[config.mk]
export PLATFORM = sky130hd
export DESIGN_NAME = insn_queue
export DESIGN_NICKNAME = d
export VERILOG_FILES = /design/src/rtl/insn_queue.sv
export SDC_FILE = /design/constraint.sdc
export NUM_CORES = 1
export LEC_CHECK = 0
export ABC_AREA = 1
export ABC_CLOCK_PERIOD_IN_PS = 4940
export BUFFER_PORTS_ARGS = -buffer_cell sky130_fd_sc_hd__clkbuf_2
export CORE_MARGIN = 4
export CORE_UTILIZATION = 50
export CTS_BUF_LIST = sky130_fd_sc_hd__clkbuf_8
export CTS_CLUSTER_DIAMETER = 120
export CTS_CLUSTER_SIZE = 8
export DETAILED_ROUTE_END_ITERATION = 12
export PLACE_DENSITY = 0.72
export SETUP_SLACK_MARGIN = 0.4
export SLEW_MARGIN = 20
export SYNTH_ARGS = -nofsm -noshare
export SYNTH_HDL_FRONTEND = slang
export SYNTH_SLANG_ARGS = --single-unit
export TNS_END_PERCENT = 1
[constraint.sdc]
create_clock -name clk -period 4.94 [get_ports clk]
set_clock_uncertainty 0.1 [all_clocks]
set_input_delay 0.494 -clock clk [delete_from_list [all_inputs] [get_ports clk]]
set_output_delay 0.494 -clock clk [all_outputs]
set_load 0.01 [all_outputs]
[src/rtl/insn_queue.sv]
// Instruction queue between fetch and decode.
// Holds up to DEPTH {pc, insn} pairs in FIFO order with valid/ready on both sides.
// Full/empty are resolved from the occupancy count, never from pointer equality.
// A flush discards every entry; the head stays visible during the flush cycle itself.
module insn_queue #(
    parameter int          DWIDTH   = 32,
    parameter int          AWIDTH   = 32,
    parameter int          DEPTH    = 4,
    parameter logic [31:0] NOP_INSN = 32'h0000_0013
) (
    input  logic                       clk,
    input  logic                       rst,
    input  logic                       flush_i,
    input  logic                       in_valid_i,
    output logic                       in_ready_o,
    input  logic [AWIDTH-1:0]          in_pc_i,
    input  logic [DWIDTH-1:0]          in_insn_i,
    output logic                       out_valid_o,
    input  logic                       out_ready_i,
    output logic [AWIDTH-1:0]          out_pc_o,
    output logic [DWIDTH-1:0]          out_insn_o,
    output logic [$clog2(DEPTH+1)-1:0] count_o
);

    localparam int PW = $clog2(DEPTH);
    localparam int CW = $clog2(DEPTH+1);

    // Entry storage; deliberately not reset, only pointers and count are.
    logic [AWIDTH-1:0] pc_mem   [DEPTH];
    logic [DWIDTH-1:0] insn_mem [DEPTH];

    logic [PW-1:0] wr_ptr_q, wr_ptr_d;
    logic [PW-1:0] rd_ptr_q, rd_ptr_d;
    logic [CW-1:0] count_q,  count_d;

    logic push;
    logic pop;

    // Handshake flags and head presentation, all derived from the registered count.
    always_comb begin
        in_ready_o  = (count_q != CW'(DEPTH));
        out_valid_o = (count_q != '0);
        push        = in_valid_i & in_ready_o;
        pop         = out_valid_o & out_ready_i;
        count_o     = count_q;
        out_pc_o    = '0;
        out_insn_o  = DWIDTH'(NOP_INSN);
        if (out_valid_o) begin
            out_pc_o   = pc_mem[rd_ptr_q];
            out_insn_o = insn_mem[rd_ptr_q];
        end
    end

    // Next-state for pointers and count; flush overrides any push or pop.
    always_comb begin
        wr_ptr_d = wr_ptr_q;
        rd_ptr_d = rd_ptr_q;
        count_d  = count_q;
        if (flush_i) begin
            wr_ptr_d = '0;
            rd_ptr_d = '0;
            count_d  = '0;
        end else begin
            if (push) wr_ptr_d = wr_ptr_q + PW'(1);
            if (pop)  rd_ptr_d = rd_ptr_q + PW'(1);
            case ({push, pop})
                2'b10:   count_d = count_q + CW'(1);
                2'b01:   count_d = count_q - CW'(1);
                default: count_d = count_q;
            endcase
        end
    end

    // Control state with asynchronous active-low reset.
    always_ff @(posedge clk or negedge rst) begin
        if (!rst) begin
            wr_ptr_q <= '0;
            rd_ptr_q <= '0;
            count_q  <= '0;
        end else begin
            wr_ptr_q <= wr_ptr_d;
            rd_ptr_q <= rd_ptr_d;
            count_q  <= count_d;
        end
    end

    // Entry write on an accepted push; a push coinciding with flush is dropped.
    always_ff @(posedge clk) begin
        if (push && !flush_i) begin
            pc_mem[wr_ptr_q]   <= in_pc_i;
            insn_mem[wr_ptr_q] <= in_insn_i;
        end
    end

endmodule
; Word-level counts from Yosys, hierarchy flattened
; Memories as Yosys holds them, arrays and structs flattened.
; Index checks and enable logic that the tools add are counted.
[word_totals]
inputBits = 69
ram_bits = 256
n_memories = 2
out_inout_bits = 69
reg_bits = 7
[mem_list]
columns = memory, words, word_bits, rd, rd_ports_with_merged_regs, write_ports, line_no
row1 = insn_mem, 4, 32, 1, 0, 1, 30  ; logic [DWIDTH-1:0] insn_mem [DEPTH];
row2 = pc_mem, 4, 32, 1, 0, 1, 29  ; logic [AWIDTH-1:0] pc_mem [DEPTH];
[op_classes]
n_addsub = 4
eq_ne = 3
mux = 10
bitwise = 2
reduce_logical = 6
[op_table]
columns = operator, n
row1 = $mux W32, 2
row2 = $mux W2, 4
row3 = $pmux W3 S2, 1
row4 = $reduce_bool A3 Y1, 2
row5 = $add A2 B1 Y2 const B, 2
row6 = $reduce_bool A2 Y1, 2
row7 = $add A3 B1 Y3 const B, 1
row8 = $mux W3, 1
row9 = $ne A3 B3 Y1 const B, 1
row10 = $sub A3 B1 Y3 const B, 1
row11 = $and A1 B1 Y1, 2
row12 = $eq A2 B1 Y1 const B, 1
row13 = $eq A2 B2 Y1 const B, 1
row14 = $mux W1, 2
row15 = $logic_and A1 B1 Y1, 1
row16 = $logic_not A1 Y1, 1

; Depth between registers and ports, before layout
; Gate-level depths: netlist of the first run.
[depth]
ltp_word = 5
depth_mapped = 12

; Worst setup path after synthesis of the first run
; No wires, ideal clock.
[synth_path]
kind = input -> register
start = in flush_i
end = mem insn_mem[0][0] (enable)
t_arrival_ns = 3.639
setup_ns = 0.486
path_stages = 4
setup_slack_ns = 0.715
cell_sequence = inv_1 -> clkbuf_1 -> nand2_1 -> nor2_1
[synth_via]
elab_chain_cells = 4
[synth_lines]
columns = item, line_no
row1 = "start, declared", 13  ; input logic flush_i,
row2 = $logic_not A1 Y1, 89  ; if (push && !flush_i) begin
row3 = $logic_and A1 B1 Y1, 89
row4 = $mux W1, 89
row5 = $mux W1 (not written as such), 91  ; insn_mem[wr_ptr_q] <= in_insn_i;
row6 = "end, declared", 30
; No other way between the ends.

; Worst setup path in the final report of the first run
[layout_path]
start = reg rd_ptr_q[0]
end = out out_insn_o[5]
[layout_via]
elab_chain_cells = 2
[layout_lines]
columns = item, line_no
row1 = "start, declared", 33  ; logic [PW-1:0] rd_ptr_q, rd_ptr_d;
row2 = "start signal, assigned", 82  ; rd_ptr_q <= rd_ptr_d;
row3 = $mem_v2 Z4 W32, -
row4 = $mux W32, 48  ; if (out_valid_o) begin
row5 = "end, declared", 21  ; output logic [DWIDTH-1:0] out_insn_o,
; No other way between the ends.

==> impl_metrics.toml, run 1 <==
[outcome]
status = "finished, final reports clean"

[detailed_routing]
routed.top_layer = "met5"
met3RoutedLength_um = 1660
drc = 0
wl_met2_um = 10800
drt-initial-drc-count = 494
totalWireLength_um = 21700
routedWlPerCell_um = 17.4
met1_length_um = 8640
via_per_inst = 5.26
drt_first_pass_iters = 5
num_vias = 6548
ant_nets = 0

[sta]
hold_viol = 0
slew_headroom_pct = 32.1
layout_min_cycle_time_ns = 3.50
slew_violations = 0
fin_ws_ns = 1.44
min_period_over_period_pct = 70.9
worst_pin_slew_ns = 1.02
finalSetupViolations = 0
rsz0062_at_grt = "false"
fmax_mhz = 286
whs_ns = 0.0890
fin_tns_setup_ns = 0

[pwr]
p_leak_nw = 4.35
p_per_area_nw_per_um2 = 474
clkPwrFrac_pct = 25.9
p_total_mw = 5.63
switchingPower_mw = 1.83
combPwrFrac_pct = 26.3
power.internal_mw = 3.79
sw_frac_of_total_pct = 32.6
ir_drop_mv = 0.231
p_seq_share_pct = 47.8

[global_route]
grt_pass1_wl_um = 34000
grt-ovfl-total = 0
grt_max_degree = 77
grt_usage_pct = 18.2
grt_pass1_vias = 6640
antenna_found_initial = 2

[synthesis]
synth_common_cells = "edfxtp_1, nor2_1, o21ai_0, a21oi_1, nand2_1"
ys_seq_area_share_pct = 76.0
ys_seq_elements = 263
synth.largest_area_cell = "edfxtp_1"
synth_cell_types = 20
synth_nets = 893
yosys_warnings = 0
netlist.area_leader.share_pct = 74.3
synth_top_flop_cell = "edfxtp_1"
netlist_area_um2 = 10400
async_flop_share_pct = 2.66
synth_edf_count = 256
ys_top_cells_by_area = "edfxtp_1, nor2_1, o21ai_0"
yosysMostFrequentCell = "edfxtp_1"
syn_avg_cell_area_um2 = 12.6
synthCells = 819

[clocking]
root_buffer = "clkbuf_8"
clkLatencyLatePin_ns = 0.51
cts_tree = "built"
clk_pin_slew_ns = 0.06
cts_setup_buffers = 0
numCtsBuffers = 38
htree_levels = 2
cts_max_path_buffers = 3
cts.sinks = 263

[floorplan]
core-area_um2 = 20300
die_h_um = 152
start_util_pct = 51.0
rows = 52
die_x_um = 152
io_pins = 138
dieArea_um2 = 23100

[worst_setup_path]
worstSetupPathType = "flip-flop to output pin"
crit_required_ns = 4.35
endpoint_kind = "output pin"
startpoint_type = "flip-flop"
crit_arrival_ns = 2.91
cp_max_fo = 76

[final_layout]
utilization_pct = 58.5
area_growth_pct = 14.7
nets = 1033
layout-drive-gt1-share_pct = 20.5

[placed_design]
preCtsSetupSlack_ns = 1.99
hpwl_um = 12000
place_congestion = 0.811
port_buffers = 137

[run]
maxCapViolations = 0

[hold_path]
holdCritPathClass = "input port to flip-flop"
-- layout by cell type, fill, tap and decap left out, drive strengths merged --
cell           n
edfxtp       256
nor2         251
clkbuf       176
o21ai        128
a21oi         70
inv           29
nand2         28
buf           11
dfrtp          7
nand3          5
ha             4
nand4          3
diode          2
clkinv         1
xor2           1
fa             1
clkinvlp       1
dlygate4sd3    1
-- per-stage QoR --
step                instances  cell area, µm²
floorplan                 819           10400
global placement         1188           11300
detailed placement       1188           11300
CTS                      1243           11900
global route             1244           11900
finish                   1245           11900
-- power by group through the flow --
stage / clock network [mW] / logic, mW / registers (mW)
finish: 1.46 / 1.48 / 2.69
global route: 1.58 / 1.66 / 2.71
CTS: 1.49 / 1.51 / 2.69
detailed placement: 0 / 1.51 / 2.73
global placement: 0 / 1.48 / 2.73
floorplan: 0 / 0.973 / 2.69
-- cells by family (layout without fill, tap and decap cells) --
| group | after synthesis | in the layout | share of synthesized area (%) |
|---|---|---|---|
| and+or+nand+nor | 287 | 287 | 10.6 |
| DFF | 263 | 263 | 76.0 |
| adders and majority gates | 5 | 5 | 0.677 |
| xor gates and xnor gates | 1 | 1 | 0.0846 |
| buffers and inverters | 65 | 219 | 3.14 |
| AOI/OAI and AO/OA | 198 | 198 | 9.57 |
| other | 0 | 2 | 0 |
-- layer usage --
metal	vias up	global-route usage (%)
li1	3163	-
met1	3113	21.7
met2	220	31.7
met3	50	4.92
met4	2	7.36
met5	-	0
-- critical path: stages, from the launching register on --
cell	delay [ns]
dfrtp_4	0.95
buf_4	0.63
nor2_1	0.10
nor2_1	0.10
o21ai_0	0.11
a21oi_1	0.27
clkbuf_2	0.19
-- final cells by class --
cell class	count	area, µm²
Multi-Input combinational cell	491	2190
Fill cell	1685	8420
Clock buffer	39	537
Inverter	16	61.3
Antenna cell	2	5.00
Clock inverter	15	60.1
Sequential cell	263	7870
Tap cell	270	338
Timing Repair Buffer	149	816
-- state kept, by name, indices dropped and copies added (netlist names) --
signal and flops:
count_o 3, insn_mem 128, pc_mem 128, rd_ptr_q 2, wr_ptr_q 2
-- final timing paths --
path | from | endpoint | slack, ns | cells past startpoint
max in group asynchronous | rst | rd_ptr_q[0] | 4.27 | 2
worst min register to register | count_o[1] | count_o[1] | 0.53 | 2
worst max register to register | count_o[0] | insn_mem[1][19] | 2.06 | 5
min in group asynchronous | rst | count_o[2] | 0.27 | 2
worst min-delay path | in_pc_i[13] | pc_mem[0][13] | 0.09 | 1
worst max-delay path | rd_ptr_q[0] | out_insn_o[5] | 1.44 | 6
-- timing repair --
| action | in CTS | in global routing |
|---|---|---|
| hold buffers | 1 | 0 |
| endpoints found under the hold margin | 7 | 0 |
| gates resized for setup | 0 | 0 |
(Power assumes the default switching activity.)
==> run 2, diff against run 1 <==
ABC_CLOCK_PERIOD_IN_PS = 3560   (was 4940)
clock period = 3.56 ns   (was 4.94 ns; I/O delays follow)
==> run 2 against run 1 <==
Against the previous run: cell area is 5.5% higher; cell count grew 4.7%; worst setup slack got worse by 0.82 ns; largest power group unchanged; critical path depth unchanged.
==> impl_metrics.toml, run 2 (synthesis results as in run 1) <==
[pwr]
power.internal_mw = 5.33
switchingPower_mw = 2.57
combPwrFrac_pct = 28.6
ir_drop_mv = 0.416
p_seq_share_pct = 46.3
sw_frac_of_total_pct = 32.6
p_total_mw = 7.90
p_leak_nw = 4.60
clkPwrFrac_pct = 25.2
p_per_area_nw_per_um2 = 631

[sta]
hold_viol = 0
fmax_mhz = 340
worst_pin_slew_ns = 0.907
rsz0062_at_grt = "false"
fin_ws_ns = 0.622
finalSetupViolations = 0
min_period_over_period_pct = 82.5
fin_tns_setup_ns = 0
layout_min_cycle_time_ns = 2.94
slew_headroom_pct = 39.5
slew_violations = 0

[worst_setup_path]
cp_max_fo = 84
timing.rr.end = "count_o[2]"
r2r-start = "count_o[0]"
startpoint_type = "flip-flop"
endpoint_kind = "output pin"
crit_end = "out_insn_o[31]"
crit_required_ns = 3.10
crit_arrival_ns = 2.48
rrSetupSlack_ns = 1.34
critical_path.startpoint = "rd_ptr_q[0]"
r2r_cells = 12
worstSetupPathType = "flip-flop to output pin"

[floorplan]
io_pins = 138
dieArea_um2 = 23100
die_h_um = 152
core-area_um2 = 20300
start_util_pct = 51.0
rows = 52
die_x_um = 152

[detailed_routing]
num_vias = 6951
drt-initial-drc-count = 624
drt_first_pass_iters = 5
totalWireLength_um = 23300
via_per_inst = 5.33
drc = 0
ant_nets = 0
routedWlPerCell_um = 17.8

[clocking]
clk_pin_slew_ns = 0.06
cts_tree = "built"
clkLatencyLatePin_ns = 0.51
cts.sinks = 263
numCtsBuffers = 38
cts_setup_buffers = 0
root_buffer = "clkbuf_8"
cts_max_path_buffers = 3
htree_levels = 2

[outcome]
status = "finished, final reports clean"

[final_layout]
area_growth_pct = 21.1
nets = 1101
layout-drive-gt1-share_pct = 19.6
final_cell_mix = "edfxtp_1, nor2_1, clkbuf_2"
utilization_pct = 61.7
n_antenna_cell = 0
fillers = 1570
instances_no_fill = 1304
layout_commonest_cell = "edfxtp_1"

[global_route]
grt_pass1_vias = 6879
antenna_found_initial = 0
grt_usage_pct = 19.7
grt-ovfl-total = 0
grt_max_degree = 85
grt_pass1_wl_um = 36900

[placed_design]
hpwl_um = 13100
dp.cells = 1192
place_congestion = 0.807
preCtsSetupSlack_ns = 1.14
port_buffers = 137

[hold_path]
hold-path-cell-count = 4
holdCritPathClass = "input port to flip-flop"

[run]
maxCapViolations = 0
## run 2: layout make-up
cell class | count | area, µm² | share of cell area, %
Sequential cell | 263 | 7870 | 62.8
Multi-Input combinational cell | 491 | 2190 | 17.5
Timing Repair Buffer | 217 | 1500 | 12.0
Clock buffer | 39 | 537 | 4.28
Tap cell | 270 | 338 | 2.70
Inverter | 16 | 62.6 | 0.499
Clock inverter | 8 | 33.8 | 0.270
## run 2: what timing repair did
item,in CTS,in global routing
endpoints found under the setup margin,0,1
gates resized for setup,0,1
hold buffers,65,0
endpoints found under the hold margin,263,0
## run 2: worst min-delay path by stage
stage / startpoint / endpoint
CTS: flush_i / count_o[0]
global placement: rst / count_o[0]
detailed placement: rst / count_o[0]
finish: flush_i / count_o[0]
floorplan: rst / count_o[0]
global route: flush_i / count_o[0]
## run 2: worst max-delay path: stages (launching register included)
cell      delay, ns
dfrtp_4        0.43
buf_4          0.71
nor2_1         0.15
nor2_1         0.11
o21ai_0        0.10
a21oi_1        0.26
clkbuf_2       0.19
## run 2: power groups by stage
stage          registers, mW  logic (mW)  clock network [mW]
2_1_floorplan           3.73        1.35                   0
3_3_place_gp            3.71        2.19                   0
3_5_place_dp            3.72        2.21                   0
4_1_cts                 3.65        2.28                2.04
5_1_grt                 3.67        2.50                2.18
6_report                3.66        2.26                1.99
## run 2: per-stage QoR
step                      hold WS (ns)  area (µm²)
after CTS                      0.00321       12500
after floorplan                -0.0396       10400
after global routing            0.0239       12500
after global placement           0.109       11300
final                           0.0323       12500
after detailed placement         0.108       11300
## run 2: metal layers
metal	vias up	GRT usage, %	share of wire [%]
met5	-	0	0
met4	0	6.93	2.7
met3	48	3.92	7.5
met2	264	31.9	48
met1	3345	26.8	42
li1	3294	-	-
